--- src/rtl/sram_port_arbiter.sv ---
// Arbitrates one single-port synchronous SRAM between an instruction-fetch
// requester and a data requester, returning each one-cycle response to its owner.
module sram_port_arbiter #(
  parameter int ADDR_W       = 32,
  parameter int DATA_W       = 32,
  parameter int STARVE_LIMIT = 4
) (
  input  logic                clk,
  input  logic                reset,
  input  logic                inst_req,
  input  logic [DATA_W/8-1:0] inst_we,
  input  logic [ADDR_W-1:0]   inst_addr,
  input  logic [DATA_W-1:0]   inst_wdata,
  output logic                inst_addr_ok,
  output logic                inst_data_ok,
  output logic [DATA_W-1:0]   inst_rdata,
  input  logic                data_req,
  input  logic [DATA_W/8-1:0] data_we,
  input  logic [ADDR_W-1:0]   data_addr,
  input  logic [DATA_W-1:0]   data_wdata,
  output logic                data_addr_ok,
  output logic                data_data_ok,
  output logic [DATA_W-1:0]   data_rdata,
  output logic                sram_en,
  output logic [DATA_W/8-1:0] sram_we,
  output logic [ADDR_W-1:0]   sram_addr,
  output logic [DATA_W-1:0]   sram_wdata,
  input  logic [DATA_W-1:0]   sram_rdata
);

  localparam int BE_W  = DATA_W / 8;
  localparam int CNT_W = $clog2(STARVE_LIMIT + 1);
  localparam logic [CNT_W-1:0] CNT_MAX = CNT_W'(STARVE_LIMIT);

  logic             grant_inst_s;
  logic             grant_data_s;
  logic             resp_valid_q, resp_valid_d;
  logic             resp_owner_q, resp_owner_d;
  logic [CNT_W-1:0] starve_cnt_q, starve_cnt_d;

  // Grant selection: data wins unless inst has waited through STARVE_LIMIT data grants.
  always_comb begin
    grant_inst_s = 1'b0;
    grant_data_s = 1'b0;
    if (reset) begin
      grant_inst_s = 1'b0;
      grant_data_s = 1'b0;
    end else begin
      grant_inst_s = inst_req & (~data_req | (starve_cnt_q == CNT_MAX));
      grant_data_s = data_req & ~grant_inst_s;
    end
  end

  // SRAM command mux from the granted side; all-zero when idle.
  always_comb begin
    sram_en    = 1'b0;
    sram_we    = {BE_W{1'b0}};
    sram_addr  = {ADDR_W{1'b0}};
    sram_wdata = {DATA_W{1'b0}};
    if (grant_inst_s) begin
      sram_en    = 1'b1;
      sram_we    = inst_we;
      sram_addr  = inst_addr;
      sram_wdata = inst_wdata;
    end else if (grant_data_s) begin
      sram_en    = 1'b1;
      sram_we    = data_we;
      sram_addr  = data_addr;
      sram_wdata = data_wdata;
    end else begin
      sram_en    = 1'b0;
    end
  end

  // Next-state for response tracking and the starvation counter.
  always_comb begin
    resp_valid_d = grant_inst_s | grant_data_s;
    resp_owner_d = grant_data_s;
    starve_cnt_d = starve_cnt_q;
    if (grant_inst_s || !inst_req) begin
      starve_cnt_d = {CNT_W{1'b0}};
    end else if (grant_data_s) begin
      if (starve_cnt_q != CNT_MAX) begin
        starve_cnt_d = starve_cnt_q + CNT_W'(1);
      end else begin
        starve_cnt_d = starve_cnt_q;
      end
    end else begin
      starve_cnt_d = starve_cnt_q;
    end
  end

  // State registers; reset drops any in-flight response.
  always_ff @(posedge clk) begin
    if (reset) begin
      resp_valid_q <= 1'b0;
      resp_owner_q <= 1'b0;
      starve_cnt_q <= {CNT_W{1'b0}};
    end else begin
      resp_valid_q <= resp_valid_d;
      resp_owner_q <= resp_owner_d;
      starve_cnt_q <= starve_cnt_d;
    end
  end

  assign inst_addr_ok = grant_inst_s;
  assign data_addr_ok = grant_data_s;
  // A response pending across a reset edge must never reach its requester.
  assign inst_data_ok = resp_valid_q & ~resp_owner_q & ~reset;
  assign data_data_ok = resp_valid_q &  resp_owner_q & ~reset;
  assign inst_rdata   = sram_rdata;
  assign data_rdata   = sram_rdata;

endmodule
--- config.mk ---
export PLATFORM = sky130hd
export DESIGN_NAME = sram_port_arbiter
export DESIGN_NICKNAME = d
export VERILOG_FILES = /design/src/rtl/sram_port_arbiter.sv
export SDC_FILE = /design/constraint.sdc
export NUM_CORES = 1
export LEC_CHECK = 0
export CELL_PAD_IN_SITES_DETAIL_PLACEMENT = 0
export CELL_PAD_IN_SITES_GLOBAL_PLACEMENT = 1
export CORE_AREA = 2 2 127 129
export DETAILED_ROUTE_END_ITERATION = 10
export DIE_AREA = 0 0 129 131
export GPL_ROUTABILITY_DRIVEN = 0
export GPL_TIMING_DRIVEN = 0
export PLACE_DENSITY = 0.93
export SLEW_MARGIN = 10
export SYNTH_ARGS = -nofsm -noshare
export SYNTH_HDL_FRONTEND = slang
export SYNTH_SLANG_ARGS = --single-unit
--- constraint.sdc ---
create_clock -name clk -period 2.1 [get_ports clk]
set_input_delay 0.42 -clock clk [delete_from_list [all_inputs] [get_ports clk]]
set_output_delay 0.42 -clock clk [all_outputs]
set_load 0.02 [all_outputs]
# Word-level counts from Yosys, hierarchy flattened

Index checks and enable logic that the tools add are counted.

Output and inout bits: 137
Logic and storage cells: 32
Input bits: 172
Flip-flop bits (word level): 5

Bitwise logic cells: 12
Equal/unequal tests: 2
Reductions and logical operators: 4
$add $sub $neg: 1
Multiplexer cells: 10

Operator list:

| kind                | number |
|---|---|
| $mux 32             | 4 |
| $mux 4              | 2 |
| $and 1x1->1         | 6 |
| $mux 1              | 4 |
| $not 1->1           | 4 |
| $add 3x1->3 const B | 1 |
| $eq 3x3->1 const B  | 1 |
| $ne 3x3->1 const B  | 1 |
| $or 1x1->1          | 2 |
| $reduce_and 2->1    | 1 |
| $reduce_or 2->1     | 1 |
| $logic_not 1->1     | 1 |
| $logic_or 1x1->1    | 1 |

# Longest topological paths before layout

Gate-level depths: netlist of the first run.

Depth after elaboration: 8
Depth in mapped cells: 6
Gate-level depth less buffers: 4

# Least setup slack after synthesis of the first run

OpenSTA, ideal clock, no wires.

Path kind: reg2out
Start: register starve_cnt_q[0]
End: output port data_addr_ok
Buffers on the path: 2
Path slack: 0.122 ns
Arrival: 1.558 ns
Stages on the path, launching flop included: 7
Data required time: 1.680 ns
Cell sequence: dfxtp_1 inv_1 ha_1 and3_1 buf_4 buf_6 nor3_1

Longest elaborated chain between the ends: 6

RTL lines:

| item                     | line | source |
|---|---|---|
| start: declaration       | 39   | `logic [CNT_W-1:0] starve_cnt_q, starve_cnt_d;` |
| start signal: assignment | 98   | `starve_cnt_q <= {CNT_W{1'b0}};` |
| start signal: assignment | 102  | `starve_cnt_q <= starve_cnt_d;` |
| $eq 3x3->1               | 49   | `grant_inst_s = inst_req & (~data_req \| (starve_cnt_q == CNT_MAX));` |
| $or 1x1->1               | 49   |  |
| $and 1x1->1              | 49   |  |
| $not 1->1                | 50   | `grant_data_s = data_req & ~grant_inst_s;` |
| $and 1x1->1              | 50   |  |
| $mux 1                   | 45   | `if (reset) begin` |
| end: declaration         | 21   | `output logic data_addr_ok,` |

Every way passes these cells.

# Worst setup path after layout of the first run

Start: register starve_cnt_q[0]
End: output port sram_wdata[13]

Longest elaborated chain between the ends: 8

RTL lines:

| item             | line | source |
|---|---|---|
| $eq 3x3->1 *     | 49   |  |
| $or 1x1->1 *     | 49   |  |
| $and 1x1->1 *    | 49   |  |
| $not 1->1        | 50   |  |
| $and 1x1->1      | 50   |  |
| $mux 1           | 45   |  |
| $mux 32          | 65   | `end else if (grant_data_s) begin` |
| $mux 32 *        | 60   | `if (grant_inst_s) begin` |
| end: declaration | 27   | `output logic [DATA_W-1:0] sram_wdata,` |

Every way passes the cells marked *; elsewhere a longest branch is shown, timed or not.

==> reports/results.ini, run 1 <==
[layout]
final_util_pct = 37.90
drive_above_1_share_pct = 35.81
syn_to_final_growth_pct = 142.6
register_area_sq_um = 102.6
antennaDiodeCount = 0
multi_input_comb_area_sq_mm = 0.001994
fill_cells = 1604
layout.nets = 795
final_cell_count_no_fill = 836

[detailed_routing]
antenna_left = 0
totalWireLength_microns = 13380
vias = 3690
first_pass_iters = 7
wl_per_cell_microns = 16.00
drtIter0Drc = 88
viasPerCell = 4.414
drc_errors = 0

[clock_tree]
cts_tree = built
insertion_delay_ns = 0.23
clk_path_buf_depth = 2
htree_levels = 1
cts_made_buffers = 3
root_buffer = clkbuf_16
cts.sinks = 5
cts.clk_slew.worst_paths_ns = 0.03
ctsHoldBuffers = 0

[synthesis]
synthCells = 340
synthMuxAreaShare_pct = 0
syn_area_sq_mm = 0.002437
synthArstFlopShare_pct = 0
ys_top_cells_by_area = nand3b_1 42%, buf_4 20%, o22ai_1 17%
synth.most_common_cell = nand3b_1
synth_warnings = 0
avgSynthCellArea_sq_um = 7.169
synth_edf_count = 0
ys_ff_latch = 5
ys.flop_type = dfxtp_1
yosysTopAreaCell = nand3b_1
synth_top_family_by_area = simple AND/OR/NAND/NOR gates
ys_seq_area_share_pct = 4.107
syn-num-nets = 514
synth_fa_ha_area_share_pct = 1.027
ys_types = 21
synth_common_cells = 136 x nand3b_1, 68 x o22ai_1, 66 x buf_4
synth_top_area_share_pct = 41.89
synth-compound-area-share_pct = 18.74
synth-simple-area-share_pct = 45.64
synthXorXnorAreaFrac_pct = 0

[floorplanning]
start_util_pct = 15.63
coreArea_sq_mm = 0.01560
die-area_sq_mm = 0.01690
io_pins = 309
die_w_microns = 129
fp.dieH_microns = 131
rows = 46

[sta]
setup_violations = 0
tightest_slew_ns = 0.4953
hold_viol = 0
fmax_ghz = 0.4815
final.period_utilization_pct = 98.89
slew_violations = 0
finalClockSkew_ns = 0.0009111
min_period_ns = 2.077
slew_headroom_pct = 66.98

[place]
placedCellCount = 829
post-dp-hpwl_microns = 10360
io_buffers = 273

[flow_run]
cap_viol_max_count = 0

[grt]
grt_overflow_total = 0
grt_max_degree = 11
grt_pass1_vias = 3509
grt_pass1_wl_microns = 18130
antenna_found_initial = 0
gr-usage-all-layers_pct = 13.52

[worst_setup_path]
cp_max_fo = 10
worst_setup_path_start_kind = register
critPathArrivalTime_ns = 1.66
crit_required_ns = 1.68
worst-setup-path-type = register to output port
cp-end-kind = output port

[pwr]
p_per_area_mw_per_mm2 = 272.1
p_sw_share_pct = 35.57
vdd_ir_drop_max_v = 0.0001590
power_frac_comb_pct = 74.2
finalPower_w = 0.001608
clockPowerShare_pct = 19.5
p_seq_share_pct = 6.3
power_switching_w = 0.0005721
p_int_w = 0.001036
power.leakage_nw = 2.248

[hold_path]
hp-class = register to register

[outcome]
status = complete, no violations

-- layout by cell type (no fill, tap or decap), types with 2 or more instances in the layout --
cell and instances:
buf_2 10, o22ai_4 11, nand3b_1 136, o22ai_1 20, clkbuf_4 4, dfxtp_2 2, buf_1 5, nand2b_1 2
buf_6 21, o22ai_2 37, clkbuf_1 16, inv_1 3, buf_12 5, buf_4 121, nor3_1 2, dfxtp_1 3
nor2_1 4, clkdlybuf4s50_1 202, clkbuf_16 3
-- through the flow --
step	hold slack (ns)	setup slack, ns	area (sq um)	TNS, ns
2_1_floorplan	0.4407	0.1217	2437	0
3_3_place_gp	0.4584	-0.5204	5440	-31.58
3_5_place_dp	0.4621	-0.5052	5440	-30.96
4_1_cts	0.4224	-0.001660	5390	-0.001660
5_1_grt	0.5269	-0.03148	5912	-0.08369
6_report	0.5119	0.02324	5912	0
-- metal layers --
metal / routed length (microns) / vias up / part of all wire (%) / GRT usage (%)
li1: - / 1767 / - / -
met1: 5582 / 1698 / 42 / 16.76
met2: 6564 / 205 / 49 / 24.68
met3: 997 / 20 / 7.5 / 1.995
met4: 235 / 0 / 1.8 / 3.133
met5: 0 / - / 0 / 0
-- power groups by stage --
stage,Clock [W],Combinational [W],Sequential [W]
after floorplan,0,0.000520,0.000102
after global placement,0,0.00113,0.000102
after detailed placement,0,0.00113,0.000102
after CTS,0.000316,0.00110,0.000101
after global routing,0.000326,0.00126,0.000101
final,0.000314,0.00119,0.000101
-- path summary, 6_finish.rpt --
check	from	slack [ns]	to	cells past startpoint
setup / recovery	starve_cnt_q[0]	0.02	sram_wdata[13]	7
setup reg to reg	starve_cnt_q[0]	0.76	starve_cnt_q[0]	6
hold reg to reg	starve_cnt_q[0]	0.51	starve_cnt_q[0]	2
hold / removal	starve_cnt_q[0]	0.51	starve_cnt_q[0]	2
-- cells by family after synthesis --
family	count (synthesis)
simple gates	150
flops	5
compound gates	70
buf+inv	113
fa+ha+maj	2
-- registers in the layout (all words and copies together) (netlist names) --
signal / cells
resp_valid_q: 1
resp_owner_q: 1
starve_cnt_q: 3
-- repair_timing --
action	4_1_cts	5_1_grt
buffers inserted	2	1
pin swaps	2	2
gates resized for setup	329	124
setup endpoints to repair	71	71
-- critical path, stage by stage (launching register included) --
cell and delay, ns:
dfxtp_2 0.33, inv_1 0.07, ha_4 0.18, and3_4 0.18, buf_12 0.15, buf_6 0.16
o22ai_2 0.19, buf_4 0.17
-- layout make-up --
| class | count | area share, % |
|---|---|---|
| Timing Repair Buffer | 276 | 44.87 |
| Multi-Input combinational cell | 222 | 33.74 |
| Buffer | 110 | 13.57 |
| Tap cell | 216 | 4.571 |
| Sequential cell | 5 | 1.735 |
| Clock buffer | 4 | 1.333 |
| Inverter | 3 | 0.1905 |
Power figures use the tool's default switching activity.
==> run 2, diff against run 1 <==
--- a/config.mk
+++ b/config.mk
@@ -13,7 +13,6 @@
 export GPL_ROUTABILITY_DRIVEN = 0
 export GPL_TIMING_DRIVEN = 0
 export PLACE_DENSITY = 0.93
-export SLEW_MARGIN = 10
 export SYNTH_ARGS = -nofsm -noshare
 export SYNTH_HDL_FRONTEND = slang
 export SYNTH_SLANG_ARGS = --single-unit
==> results of run 2 <==
Final layout, timing and power as in run 1 (identical DEF).
==> run 3, diff against run 2 <==
--- a/config.mk
+++ b/config.mk
@@ -8,10 +8,12 @@
 export CELL_PAD_IN_SITES_DETAIL_PLACEMENT = 0
 export CELL_PAD_IN_SITES_GLOBAL_PLACEMENT = 1
 export CORE_AREA = 2 2 127 129
+export CTS_CLUSTER_SIZE = 8
 export DETAILED_ROUTE_END_ITERATION = 10
 export DIE_AREA = 0 0 129 131
 export GPL_ROUTABILITY_DRIVEN = 0
 export GPL_TIMING_DRIVEN = 0
+export MAX_ROUTING_LAYER = met4
 export PLACE_DENSITY = 0.93
 export SYNTH_ARGS = -nofsm -noshare
 export SYNTH_HDL_FRONTEND = slang
==> reports/results.ini, run 3 (synthesis gave the netlist of run 1 again) <==
[grt]
grt_overflow_total = 0  ; unchanged
grt_max_degree = 11  ; unchanged
use_met3_pct = 1.466  ; -0.53 points
grt_use_met2_pct = 24.74  ; +0.062 points
use_met1_pct = 17.01  ; +0.24 points
antenna_found_initial = 0  ; unchanged
grt_pass1_wl_microns = 18120  ; about the same
gr-usage-all-layers_pct = 13.92  ; +0.40 points
grt_busiest_layer = met2
grt_pass1_vias = 3513  ; +0.11%

[worst_setup_path]
crit_path_max_incr_delay_ns = 0.33  ; about the same
cp_num_buf_inv = 4  ; unchanged
path_delay_family = buffers and inverters
worstReg2RegEnd = starve_cnt_q[0]
reg2reg_slack_ns = 0.76  ; about the same
cp-end-kind = output port
path_cells = inv_1, ha_4, and3_4, buf_12, buf_6, o22ai_2, buf_4
r2r_cells = 6  ; unchanged
cp_max_fo = 10  ; unchanged
cp_slowest_cell = dfxtp_2
crit_required_ns = 1.68  ; about the same
worst_setup_path_start_kind = register
critPathArrivalTime_ns = 1.66  ; about the same
worst-setup-path-type = register to output port
timing.rr.start = starve_cnt_q[0]
worstSetupPathDepth = 7  ; unchanged

[sta]
fmax_ghz = 0.4817  ; about the same
slew_headroom_pct = 69.00  ; +2.0 points
setup_violations = 0  ; unchanged
finalClockSkew_ns = 0.001030  ; +0.0001188 ns
holdWs_ns = 0.5119  ; +0.00005200 ns
final.period_utilization_pct = 98.87  ; about the same
hold_viol = 0  ; unchanged
setup_tns_ns = 0  ; unchanged
tightest_slew_ns = 0.4650  ; -0.03036 ns
slew_violations = 0  ; unchanged
min_period_ns = 2.076  ; -0.0005851 ns

[layout]
drive_above_1_share_pct = 35.81  ; unchanged
top_register = starve_cnt_q
final_common_cell = clkdlybuf4s50_1
layout_common_cells = 202 x clkdlybuf4s50_1, 136 x nand3b_1, 121 x buf_4, 37 x o22ai_2, 21 x buf_6
fill_cells = 1604  ; unchanged
antennaDiodeCount = 0  ; unchanged
largest_reg_flops = 3  ; unchanged
multi_input_comb_area_sq_mm = 0.001994  ; unchanged
register_area_sq_um = 102.6  ; unchanged
layout.nets = 795  ; unchanged
syn_to_final_growth_pct = 142.6  ; unchanged
reg_top3 = starve_cnt_q: 3 flops, resp_owner_q: 1 flops, resp_valid_q: 1 flops

[clock_tree]
cts_tree = built
clk_path_buf_depth = 2  ; unchanged
cts.clk_slew.worst_paths_ns = 0.03  ; about the same
htree_levels = 1  ; unchanged
cts_made_buffers = 3  ; unchanged
insertion_delay_ns = 0.23  ; about the same
ctsHoldBuffers = 0  ; unchanged
root_buffer = clkbuf_16
cts.sinks = 5  ; unchanged

[hold_path]
hold_start = starve_cnt_q[0]
hold_end = starve_cnt_q[0]
hp-class = register to register
hold_depth = 2  ; unchanged

[outcome]
status = complete, no violations

[place]
io_buffers = 273  ; unchanged
post-dp-hpwl_microns = 10360  ; unchanged

[detailed_routing]
viasPerCell = 4.386  ; -0.62%
drtIter0Drc = 88  ; unchanged
antenna_left = 0  ; unchanged
drc_errors = 0  ; unchanged
first_pass_iters = 4  ; -3
wl_per_cell_microns = 15.99  ; about the same
totalWireLength_microns = 13370  ; about the same
vias = 3667  ; -0.62%

[floorplanning]
fp.dieH_microns = 131  ; unchanged
die-area_sq_mm = 0.01690  ; unchanged
io_pins = 309  ; unchanged
start_util_pct = 15.63  ; unchanged
rows = 46  ; unchanged
coreArea_sq_mm = 0.01560  ; unchanged
die_w_microns = 129  ; unchanged

[pwr]
power.leakage_nw = 2.248  ; unchanged
vdd_ir_drop_max_v = 0.0001589  ; about the same
p_per_area_mw_per_mm2 = 272.0  ; about the same

[flow_run]
cap_viol_max_count = 0  ; unchanged

run 3: final cells by class:
class | instances | area share [%]
Multi-Input combinational cell | 222 | 33.74
Timing Repair Buffer | 276 | 44.87
Clock buffer | 4 | 1.333
Sequential cell | 5 | 1.735
Tap cell | 216 | 4.571
Buffer | 110 | 13.57
Inverter | 3 | 0.1905
run 3: metrics by stage:
stage	power [W]	cell area (sq um)	setup WS (ns)	utilization [%]	std cells
floorplan	0.0006215	2437	0.1217	-	340
global placement	0.001228	5440	-0.5204	34.88	829
detailed placement	0.001233	5440	-0.5052	34.88	829
CTS	0.001518	5390	-0.001660	34.56	835
global route	0.001689	5912	-0.03147	37.90	836
finish	0.001608	5912	0.02383	37.90	836
run 3: worst max-delay path by stage:
| stage | from | to | slack, ns |
|---|---|---|---|
| 6_report | starve_cnt_q[0] | sram_wdata[13] | 0.02 |
| 5_1_grt | starve_cnt_q[0] | sram_wdata[13] | -0.03 |
| 4_1_cts | starve_cnt_q[0] | sram_wdata[4] | -0.002 |
| 3_5_place_dp | data_req | sram_addr[13] | -0.51 |
| 3_3_place_gp | data_req | sram_addr[13] | -0.52 |
| 2_1_floorplan | starve_cnt_q[0] | data_addr_ok | 0.12 |
run 3: worst min-delay path, stage by stage (launching register included):
cell     delay [ns]
dfxtp_2        0.33
buf_4          0.11
nor3b_2        0.03
run 3: power by group:
| group | switching [W] | leakage, nW | internal, W |
|---|---|---|---|
| sequential | 0.00000177 | 0.0420 | 0.0000992 |
| combinational | 0.000508 | 2.17 | 0.000686 |
| clock | 0.0000623 | 0.0382 | 0.000252 |
run 3: routing by layer:
| layer | wire length, microns | up-vias |
|---|---|---|
| met5 | 0 | - |
| met4 | 217 | 0 |
| met3 | 1025 | 14 |
| met2 | 6610 | 190 |
| li1 | - | 1765 |
| met1 | 5516 | 1698 |
run 3: what timing repair did:
action	in CTS	in global routing
buffers inserted	2	1
cloned	0	0
pin swaps	2	2
resized for setup	329	124
setup endpoints to repair	71	71
